[config.mk]
export PLATFORM = sky130hd
export DESIGN_NAME = branch_resolve_unit
export DESIGN_NICKNAME = d
export VERILOG_FILES = /design/src/rtl/bru_pkg.sv /design/src/rtl/bru_fifo.sv /design/src/rtl/branch_resolve_unit.sv
export SDC_FILE = /design/constraint.sdc
export NUM_CORES = 1
export LEC_CHECK = 0
export ABC_CLOCK_PERIOD_IN_PS = 6400
export CAP_MARGIN = 25
export CORE_MARGIN = 2
export CORE_UTILIZATION = 59
export CTS_BUF_LIST = sky130_fd_sc_hd__clkbuf_8
export CTS_CLUSTER_DIAMETER = 50
export DETAILED_ROUTE_END_ITERATION = 10
export PLACE_DENSITY = 0.82
export RECOVER_POWER = 100
export SLEW_MARGIN = 20
export SYNTH_ARGS = -nofsm -noshare
export SYNTH_HDL_FRONTEND = slang
export SYNTH_SLANG_ARGS = --single-unit
[constraint.sdc]
create_clock -name clk -period 6.4 [get_ports clk]
set_clock_uncertainty 0.1 [all_clocks]
set_input_delay 0.64 -clock clk [delete_from_list [all_inputs] [get_ports clk]]
set_output_delay 0.64 -clock clk [all_outputs]
set_load 0.1 [all_outputs]
[src/rtl/bru_pkg.sv]
// ============================================================================
// Module   : bru_pkg
// Brief    : Shared types and constants for the branch resolve unit.
// Revision : 1.0 - initial release
// ============================================================================
`default_nettype none

package bru_pkg;

  // Width of the PC fields held in each in-flight entry.
  localparam int BRU_XLEN   = 32;

  // Fall-through increment applied to a branch PC when it was not taken.
  localparam int BRU_PC_INC = 4;

  typedef enum logic [0:0] {
    NORMAL  = 1'b0,
    RECOVER = 1'b1
  } bru_state_t;

  typedef struct packed {
    logic [BRU_XLEN-1:0] pc;
    logic [BRU_XLEN-1:0] target;
    logic                pred;
  } bru_entry_t;

endpackage

`default_nettype wire

[src/rtl/bru_fifo.sv]
// ============================================================================
// Module   : bru_fifo
// Brief    : In-order storage for in-flight branches. Pointers carry one
//            extra wrap bit so full and empty are distinguishable.
// Revision : 1.0 - initial release
// ============================================================================
`default_nettype none

module bru_fifo
  import bru_pkg::*;
#(
  parameter int DEPTH = 4
) (
  input  logic                     clk,
  input  logic                     rst,
  input  logic                     push_i,
  input  bru_entry_t               wdata_i,
  input  logic                     pop_i,
  input  logic                     clear_i,
  output bru_entry_t               head_o,
  output logic                     full_o,
  output logic                     empty_o,
  output logic [$clog2(DEPTH):0]   count_o
);

  localparam int AW = $clog2(DEPTH);
  localparam int PW = AW + 1;

  logic [PW-1:0] wr_ptr_q;
  logic [PW-1:0] rd_ptr_q;
  bru_entry_t    mem_q [DEPTH];

  logic w_do_push;
  logic w_do_pop;

  assign full_o  = (wr_ptr_q[AW-1:0] == rd_ptr_q[AW-1:0]) && (wr_ptr_q[AW] != rd_ptr_q[AW]);
  assign empty_o = (wr_ptr_q == rd_ptr_q);
  assign count_o = wr_ptr_q - rd_ptr_q;
  assign head_o  = mem_q[rd_ptr_q[AW-1:0]];

  // A clear squashes everything, including a push presented in the same cycle.
  assign w_do_push = push_i && !full_o && !clear_i;
  assign w_do_pop  = pop_i && !empty_o && !clear_i;

  // Pointer update; clear empties the queue by catching the read pointer up.
  always_ff @(posedge clk or posedge rst) begin
    if (rst) begin
      wr_ptr_q <= '0;
      rd_ptr_q <= '0;
    end else if (clear_i) begin
      rd_ptr_q <= wr_ptr_q;
    end else begin
      if (w_do_push) wr_ptr_q <= wr_ptr_q + PW'(1);
      if (w_do_pop)  rd_ptr_q <= rd_ptr_q + PW'(1);
    end
  end

  // Entry storage; contents are only meaningful between the pointers.
  always_ff @(posedge clk) begin
    if (w_do_push) mem_q[wr_ptr_q[AW-1:0]] <= wdata_i;
  end

endmodule

`default_nettype wire

[src/rtl/branch_resolve_unit.sv]
// ============================================================================
// Module   : branch_resolve_unit
// Brief    : Tracks conditional branches from ID to EX, trains the predictor
//            and issues a one-cycle flush with the corrected fetch PC when a
//            prediction turns out wrong.
// Revision : 1.0 - initial release
// ============================================================================
`default_nettype none

module branch_resolve_unit
  import bru_pkg::*;
#(
  parameter int DEPTH = 4,
  parameter int XLEN  = 32
) (
  input  logic                   clk,
  input  logic                   rst,
  input  logic                   id_branch_valid,
  input  logic [XLEN-1:0]        id_pc,
  input  logic [XLEN-1:0]        id_target,
  input  logic                   id_prediction,
  output logic                   alloc_ready,
  input  logic                   ex_valid,
  input  logic                   ex_taken,
  output logic                   actual_outcome,
  output logic                   branch_EX_done,
  output logic                   mispredict,
  output logic [XLEN-1:0]        redirect_pc,
  output logic [$clog2(DEPTH):0] inflight_count,
  output logic                   err_overflow,
  output logic                   err_underflow
);

  bru_state_t      state_q;
  logic            actual_outcome_q;
  logic            branch_ex_done_q;
  logic            mispredict_q;
  logic [XLEN-1:0] redirect_pc_q;
  logic            err_overflow_q;
  logic            err_underflow_q;

  bru_entry_t      w_wentry;
  bru_entry_t      w_head;
  logic            w_full;
  logic            w_empty;
  logic            w_push;
  logic            w_resolve;
  logic            w_mispred;
  logic [XLEN-1:0] w_redirect;

  assign w_wentry.pc     = BRU_XLEN'(id_pc);
  assign w_wentry.target = BRU_XLEN'(id_target);
  assign w_wentry.pred   = id_prediction;

  // Allocation looks only at registered state, so a same-cycle pop never
  // opens a slot for the branch in ID.
  assign alloc_ready = (state_q == NORMAL) && !w_full;

  assign w_resolve  = ex_valid && !w_empty;
  assign w_mispred  = w_resolve && (w_head.pred != ex_taken);
  // A push alongside a mispredict belongs to the wrong path and is dropped.
  assign w_push     = id_branch_valid && alloc_ready && !w_mispred;
  assign w_redirect = ex_taken ? XLEN'(w_head.target)
                               : XLEN'(w_head.pc) + XLEN'(BRU_PC_INC);

  bru_fifo #(
    .DEPTH (DEPTH)
  ) u_fifo (
    .clk     (clk),
    .rst     (rst),
    .push_i  (w_push),
    .wdata_i (w_wentry),
    .pop_i   (w_resolve && !w_mispred),
    .clear_i (w_mispred),
    .head_o  (w_head),
    .full_o  (w_full),
    .empty_o (w_empty),
    .count_o (inflight_count)
  );

  // Recovery FSM plus the registered predictor-training and flush outputs.
  always_ff @(posedge clk or posedge rst) begin
    if (rst) begin
      state_q          <= NORMAL;
      actual_outcome_q <= 1'b0;
      branch_ex_done_q <= 1'b0;
      mispredict_q     <= 1'b0;
      redirect_pc_q    <= '0;
      err_overflow_q   <= 1'b0;
      err_underflow_q  <= 1'b0;
    end else begin
      branch_ex_done_q <= w_resolve;
      mispredict_q     <= w_mispred;
      if (w_resolve) actual_outcome_q <= ex_taken;
      if (w_mispred) redirect_pc_q    <= w_redirect;
      if (id_branch_valid && w_full) err_overflow_q  <= 1'b1;
      if (ex_valid && w_empty)       err_underflow_q <= 1'b1;

      // RECOVER lasts one cycle so the front end can refetch from redirect_pc.
      if (state_q == RECOVER) begin
        state_q <= NORMAL;
      end else if (w_mispred) begin
        state_q <= RECOVER;
      end
    end
  end

  assign actual_outcome = actual_outcome_q;
  assign branch_EX_done = branch_ex_done_q;
  assign mispredict     = mispredict_q;
  assign redirect_pc    = redirect_pc_q;
  assign err_overflow   = err_overflow_q;
  assign err_underflow  = err_underflow_q;

endmodule

`default_nettype wire

==> impl_results.rst, run 1 <==
.. list-table::
   :header-rows: 1

   * - Metric
     - Value
   * - Commonest cells after routing, fill and taps aside
     - sky130_fd_sc_hd__edfxtp_1 (260), sky130_fd_sc_hd__dlygate4sd3_1 (106), sky130_fd_sc_hd__mux4_2 (59), sky130_fd_sc_hd__clkbuf_8 (58), sky130_fd_sc_hd__dfrtp_1 (43)
   * - Proportion of layout cells with a drive suffix above 1
     - 18.9%
   * - Worst setup path endpoint
     - inflight_count[1]
   * - Seq/Total Area, Yosys
     - 73.0%
   * - Post-DP HPWL
     - 16100 um
   * - DRC violation total after the first TritonRoute iteration
     - 599
   * - Remaining antenna violation count after routing
     - 0
   * - Setup tns final
     - 0 ns
   * - Final total power
     - 7.68 mW
   * - TritonCTS Sinks
     - 304
   * - Root buffer selected by CTS
     - sky130_fd_sc_hd__clkbuf_8
   * - Core Rows
     - 52
   * - Static leakage
     - 4.98 nW
   * - Setup WS post-layout
     - 1.48 ns
   * - Commonest non-fill, non-tap cell in the layout
     - sky130_fd_sc_hd__edfxtp_1
   * - Fillers
     - 1239
   * - Longest Clk Path Bufs
     - 3
   * - Chip Height
     - 148 um
   * - Data arrival time at the worst-slack endpoint
     - 4.18 ns
   * - Count of distinct cell types in the synthesized netlist
     - 49
   * - Post-route cell area
     - 0.0144 mm^2
   * - Cell area after technology mapping
     - 0.0122 mm^2
   * - Worst slew pin tran
     - 1.87 ns
   * - Post-layout util
     - 71.0%
   * - Data required, critical path
     - 5.66 ns
   * - Final clock period utilization by the worst path
     - 77.0%
   * - RSZ-0062 raised after global routing
     - no
   * - Pin count of the biggest net entering global routing
     - 65
   * - Number of cells traversed by the worst register-to-register path
     - 6
   * - Syn Nets
     - 728
   * - Last weighted congestion value of the routability-driven placer
     - 0.829
   * - DRC violation count after routing
     - 0
   * - Routed wire per std cell
     - 23.3 um
   * - Antenna violations before repair
     - 0
   * - Vias in the first global route
     - 7107
   * - Via count
     - 6634
   * - Largest stage delay on the critical path
     - 1.60 ns
   * - Maximum level of the CTS H-tree
     - 2
   * - Total length of routed wires
     - 25600 um
   * - Terminus of the critical flop-to-flop path
     - redirect_pc[28]
   * - NumNets Final
     - 868
   * - Area of the die
     - 0.0219 mm^2
   * - Clock tree from TritonCTS
     - yes
   * - Maximum vdd ir drop
     - 0.465 mV
   * - Startpoint class of the critical path
     - flip-flop
   * - Number of iterations in the first detailed-routing pass
     - 6
   * - Sum of overflow across all layers after global routing
     - 0
   * - Placed Cells
     - 1010
   * - Min-delay worst type
     - flip-flop to flip-flop
   * - Initial Utilization
     - 60.1%
   * - Buffering stage count on the worst path with inverters included
     - 2
   * - Quantity of hold-fixing buffers added after cts
     - 0
   * - Standard cell area after detailed placement
     - 0.0135 mm^2
   * - Largest fanout on the critical path
     - 32
   * - Number of pins with negative max-slew slack in the final report
     - 33
   * - Slowest stage cell on the critical path
     - sky130_fd_sc_hd__dfrtp_1
   * - Synthesized area per cell
     - 18.8 um^2
   * - Status
     - finished, violations left
   * - Clock transition at the register clock pins on the worst setup and hold paths after CTS
     - 0.06 ns
   * - Achievable clock frequency
     - 203 MHz
   * - Growth of design area from synthesis to finish
     - 18.1%
   * - Startpoint of the worst setup timing path
     - u_fifo.rd_ptr_q[0]
   * - Area of the core
     - 0.0203 mm^2
   * - Violations in the final reports
     - capacitance limit, slew limit
   * - Critical R2R Launch
     - u_fifo.rd_ptr_q[0]
   * - Port bufs
     - 110
   * - CTS buffer count
     - 46
   * - Number of violations of the max-capacitance limit
     - 1
   * - Global-route wire length before repair
     - 39400 um
   * - Setup Buffers After CTS
     - 0
   * - Hold Worst Slack
     - 0.330 ns
   * - Clock period minus final worst setup slack
     - 4.92 ns
   * - Type of the worst setup path
     - flip-flop to primary output
   * - Post-synthesis instance total
     - 649
   * - Max-slew headroom
     - -24.5%
   * - Count of warnings emitted by yosys
     - 0
   * - Cell family with the largest share of critical-path delay
     - flip-flops
   * - Worst setup EP type
     - primary output
   * - Setup violators final
     - 0
   * - Cells resized by post-CTS repair
     - 0
   * - Sequence of cells on the critical path
     - ha_1, fa_1, inv_1, dlygate4sd3_1
   * - Power density of the placed cells
     - 532 mW/mm^2
   * - Slack of the worst reg-to-reg path
     - 1.61 ns
   * - I/O pin total
     - 111
   * - Count of placed standard cells in the final layout, fillers left out
     - 1097
   * - Number of synthesized register bits
     - 304
   * - Drt via density
     - 6.05
   * - Number of cells on the critical path
     - 4
   * - GR Util All Layers
     - 24.1%
   * - Diodes inserted
     - 0
   * - Die boundary width
     - 148 um
   * - Final hold violation count
     - 0
   * - Pre-CTS setup slack
     - 2.37 ns
   * - Worst-Skew Late Latency
     - 0.57 ns
-- flip-flops by register name, summed over array words and instances, names as in the netlist --
name             count
mispredict           1
err_underflow        1
u_fifo.wr_ptr_q      3
branch_EX_done       1
redirect_pc         32
u_fifo.rd_ptr_q      3
actual_outcome       1
err_overflow         1
u_fifo.mem_q       260
state_q              1
-- how the worst min path moves through the flow --
stage,start,endpoint,slack (ns),cells past startpoint
floorplan,state_q,state_q,0.30,1
global placement,state_q,state_q,0.32,1
detailed placement,state_q,state_q,0.32,1
CTS,state_q,state_q,0.33,1
global route,state_q,state_q,0.34,1
finish,state_q,state_q,0.33,1
-- synthesized netlist by cell type, drive strengths merged --
library cell / number / area [um^2]
xnor2: 29 / 273
nor3: 11 / 55.1
inv: 11 / 41.3
nor2: 32 / 120
nor3b: 2 / 15.0
o22ai: 14 / 87.6
fa: 1 / 20.0
nand4: 4 / 55.1
buf: 22 / 189
a21o: 1 / 7.51
mux2i: 6 / 60.1
a21oi: 22 / 110
nor2b: 1 / 6.26
edfxtp: 260 / 7810
nand3: 10 / 55.1
and3: 6 / 37.5
mux4: 65 / 1490
nor4: 4 / 50.1
and4: 4 / 38.8
ha: 8 / 100
a41o: 1 / 10.0
o211ai: 3 / 27.5
nor4b: 3 / 38.8
a31oi: 3 / 18.8
a211o: 2 / 17.5
clkinv: 1 / 3.75
o21ai: 19 / 98.9
dfrtp: 44 / 1100
nand2: 41 / 159
xor2: 5 / 43.8
and2: 6 / 41.3
clkbuf: 8 / 30.0
-- final cells by class --
type                            instances  area, um^2  share of cell area, %
Multi-Input combinational cell        303        3030                   21.0
Clock inverter                         28         124                  0.859
Inverter                               12        45.0                  0.312
Clock buffer                           58         798                   5.54
Tap cell                              270         338                   2.34
Timing Repair Buffer                  122        1180                   8.17
Sequential cell                       304        8910                   61.8
-- routing by layer --
layer	track usage (%)	wire [um]	up-vias	share of wire [%]
li1	-	-	2860	-
met1	30.5	9810	3402	38
met2	41.5	13200	306	52
met3	5.00	1700	66	6.6
met4	9.76	847	0	3.3
met5	0	0	-	0
-- report_power, final --
| part | total (mW) | leakage [nW] | internal (mW) | switching (mW) |
|---|---|---|---|---|
| combinational | 3.24 | 1.55 | 0.986 | 2.25 |
| clock | 1.54 | 0.549 | 0.819 | 0.724 |
| sequential | 2.90 | 2.88 | 2.66 | 0.234 |
-- kinds of logic after synthesis --
group	after synthesis	share of synthesized area (%)
and+or+nand+nor	124	5.50
xor gates and xnor gates	34	2.59
buffers and inverters	42	2.16
AOI/OAI and AO/OA	65	3.10
DFF	304	73.0
muxes	71	12.7
adders and majority gates	9	0.984
(Power assumes the default switching activity.)
==> run 2: changes to the inputs <==
ABC_CLOCK_PERIOD_IN_PS = 4700   (was 6400)
clock period = 4.7 ns   (was 6.4 ns; I/O delays follow)
==> run 2 against run 1 <==
  * The run still ends with capacitance limit, slew limit left
  * Combinational power increased by 34%
  * Sequential share of layout area about the same
  * Utilization about the same
  * Register-to-register slack got worse by 1.0 ns
  * Critical path depth rose by 6
  * Routed wire length shrank 3.3%
  * Clock-buffer cell count down 1
  * Flip-flop and latch count stayed put
  * Clock power up 36%
  * Global-route usage fell by 0.62 points
==> impl_results.rst, run 2 (same netlist as run 1, synthesis figures left out) <==
.. list-table::
   :header-rows: 1

   * - Metric
     - Value
   * - Status
     - finished, violations left
   * - Violations in the final reports
     - capacitance limit, slew limit
   * - Flip-flop count of the largest register, all copies and words added
     - 260
   * - GR Util All Layers
     - 23.5%
   * - Longest Clk Path Bufs
     - 3
   * - RSZ-0062 raised after global routing
     - no
   * - Commonest cells after routing, fill and taps aside
     - sky130_fd_sc_hd__edfxtp_1 (260), sky130_fd_sc_hd__dlygate4sd3_1 (107), sky130_fd_sc_hd__mux4_2 (59), sky130_fd_sc_hd__clkbuf_8 (57), sky130_fd_sc_hd__dfrtp_1 (42)
   * - Die boundary width
     - 148 um
   * - Setup WS post-layout
     - 0.603 ns
   * - Clock period minus final worst setup slack
     - 4.10 ns
   * - Type of the worst setup path
     - flip-flop to flip-flop
   * - Growth of design area from synthesis to finish
     - 18.2%
   * - Global-route wire length before repair
     - 38700 um
   * - Startpoint of the worst setup timing path
     - u_fifo.rd_ptr_q[1]
   * - Largest stage delay on the critical path
     - 0.73 ns
   * - Largest fanout on the critical path
     - 41
   * - Cell family with the largest share of critical-path delay
     - buffers and inverters
   * - Total length of routed wires
     - 24700 um
   * - Terminus of the critical flop-to-flop path
     - redirect_pc[11]
   * - Sum of overflow across all layers after global routing
     - 0
   * - Slowest stage cell on the critical path
     - sky130_fd_sc_hd__dfrtp_2
   * - Antenna violations before repair
     - 1
   * - Proportion of power drawn by flip-flops and latches
     - 38.0%
   * - Net load switching power
     - 4.31 mW
   * - Combinational group share of total power
     - 41.8%
   * - Final hold violation count
     - 0
   * - Area of the die
     - 0.0219 mm^2
   * - Sw frac
     - 41.4%
   * - Chip Height
     - 148 um
   * - Worst-Skew Late Latency
     - 0.56 ns
   * - Pre-CTS setup slack
     - 0.939 ns
   * - Min-delay worst type
     - flip-flop to flip-flop
   * - Post-DP HPWL
     - 15500 um
   * - Drt via density
     - 5.93
   * - Commonest non-fill, non-tap cell in the layout
     - sky130_fd_sc_hd__edfxtp_1
   * - Setup violators final
     - 0
   * - Worst setup path endpoint
     - redirect_pc[11]
   * - Maximum vdd ir drop
     - 0.506 mV
   * - Vias in the first global route
     - 6935
   * - Clock transition at the register clock pins on the worst setup and hold paths after CTS
     - 0.06 ns
   * - Buffering stage count on the worst path with inverters included
     - 4
   * - Worst setup EP type
     - flip-flop
   * - Critical R2R Launch
     - u_fifo.rd_ptr_q[1]
   * - Core Rows
     - 52
   * - Number of cells on the critical path
     - 10
   * - Fillers
     - 1252
   * - Internal power contribution
     - 6.11 mW
   * - Achievable clock frequency
     - 244 MHz
   * - Quantity of hold-fixing buffers added after cts
     - 0
   * - Proportion of layout cells with a drive suffix above 1
     - 18.8%
   * - CTS buffer count
     - 46
   * - Worst slew pin tran
     - 2.10 ns
   * - Routed wire per std cell
     - 22.6 um
   * - Final clock period utilization by the worst path
     - 87.2%
   * - Cells resized by post-CTS repair
     - 0
   * - Startpoint class of the critical path
     - flip-flop
   * - Clock tree from TritonCTS
     - yes
   * - Remaining antenna violation count after routing
     - 0
   * - Number of iterations in the first detailed-routing pass
     - 4
   * - Static leakage
     - 4.96 nW
   * - NumNets Final
     - 868
   * - Maximum level of the CTS H-tree
     - 2
   * - Portion of total power attributed to the clock network
     - 20.2%
   * - Port bufs
     - 110
   * - Min-Delay Startpoint
     - state_q
   * - Pin count of the biggest net entering global routing
     - 53
   * - Number of violations of the max-capacitance limit
     - 1
   * - Root buffer selected by CTS
     - sky130_fd_sc_hd__clkbuf_8
   * - TritonCTS Sinks
     - 304
   * - Initial Utilization
     - 60.1%
   * - Data arrival time at the worst-slack endpoint
     - 4.39 ns
   * - DRC violation count after routing
     - 0
   * - Power density of the placed cells
     - 722 mW/mm^2
   * - Most frequent cell on the critical path
     - sky130_fd_sc_hd__nand2_1
   * - Slack of the worst reg-to-reg path
     - 0.60 ns
   * - DRC violation total after the first TritonRoute iteration
     - 500
   * - Max-slew headroom
     - -40.6%
   * - Data required, critical path
     - 4.99 ns
   * - Sequence of cells on the critical path
     - inv_1, ha_1, nand2_1, o21ai_2, clkinv_1, nand2_2, buf_4, inv_2, nand2_1, o21ai_0
   * - Number of cells traversed by the worst register-to-register path
     - 10
   * - I/O pin total
     - 111
   * - Via count
     - 6494
   * - Setup Buffers After CTS
     - 0
   * - Number of pins with negative max-slew slack in the final report
     - 45
   * - Area of the core
     - 0.0203 mm^2
   * - Setup tns final
     - 0 ns
   * - Last weighted congestion value of the routability-driven placer
     - 0.835
[run 2: cell types whose count changed in the layout (fill, tap and decap cells not counted), moves of 2 or more]
cell / before / now
sky130_fd_sc_hd__clkinv_1: 2 / 8
sky130_fd_sc_hd__inv_1: 32 / 26
sky130_fd_sc_hd__buf_4: 9 / 6
sky130_fd_sc_hd__clkbuf_2: 2 / 5
sky130_fd_sc_hd__clkinv_2: 3 / 1
sky130_fd_sc_hd__clkinvlp_4: 2 / 0
[run 2: power groups by stage]
stage,Combinational [mW],Clock (mW),Sequential (mW)
3_5_place_dp,4.46,0,4.02
4_1_cts,4.48,2.14,3.97
5_1_grt,4.60,2.25,4.02
6_report,4.35,2.10,3.96
3_3_place_gp,4.39,0,3.98
2_1_floorplan,2.43,0,4.94
[run 2: cell type report]
| cell class | count | area (um^2) | share of cell area [%] |
|---|---|---|---|
| Tap cell | 270 | 338 | 2.34 |
| Inverter | 12 | 46.3 | 0.321 |
| Timing Repair Buffer | 122 | 1190 | 8.22 |
| Sequential cell | 304 | 8910 | 61.8 |
| Antenna cell | 1 | 2.50 | 0.0173 |
| Clock inverter | 27 | 134 | 0.928 |
| Clock buffer | 57 | 785 | 5.44 |
| Multi-Input combinational cell | 303 | 3020 | 20.9 |
[run 2: metrics by stage]
stage	util, %	cells	total power [mW]	hold WS (ns)	cell area (um^2)
2_1_floorplan	-	649	7.38	0.324	12200
3_3_place_gp	66.7	1011	8.37	0.337	13500
3_5_place_dp	66.7	1011	8.48	0.346	13500
4_1_cts	71.2	1095	10.6	0.354	14500
5_1_grt	71.1	1096	10.9	0.372	14400
6_report	71.1	1096	10.4	0.348	14400
[run 2: how the worst min path moves through the flow]
stage | depth (start not counted) | endpoint
floorplan | 1 | state_q
global placement | 1 | state_q
detailed placement | 1 | state_q
CTS | 1 | state_q
global route | 1 | state_q
finish | 1 | state_q
[run 2: metal layers]
layer | track usage [%] | vias to the layer above | share of wire [%] | wire [um]
met5 | 0 | - | 0 | 0
li1 | - | 2855 | - | -
met1 | 31.6 | 3355 | 40 | 9940
met3 | 3.98 | 51 | 5.9 | 1460
met2 | 39.7 | 233 | 52 | 12800
met4 | 8.24 | 0 | 2.4 | 584
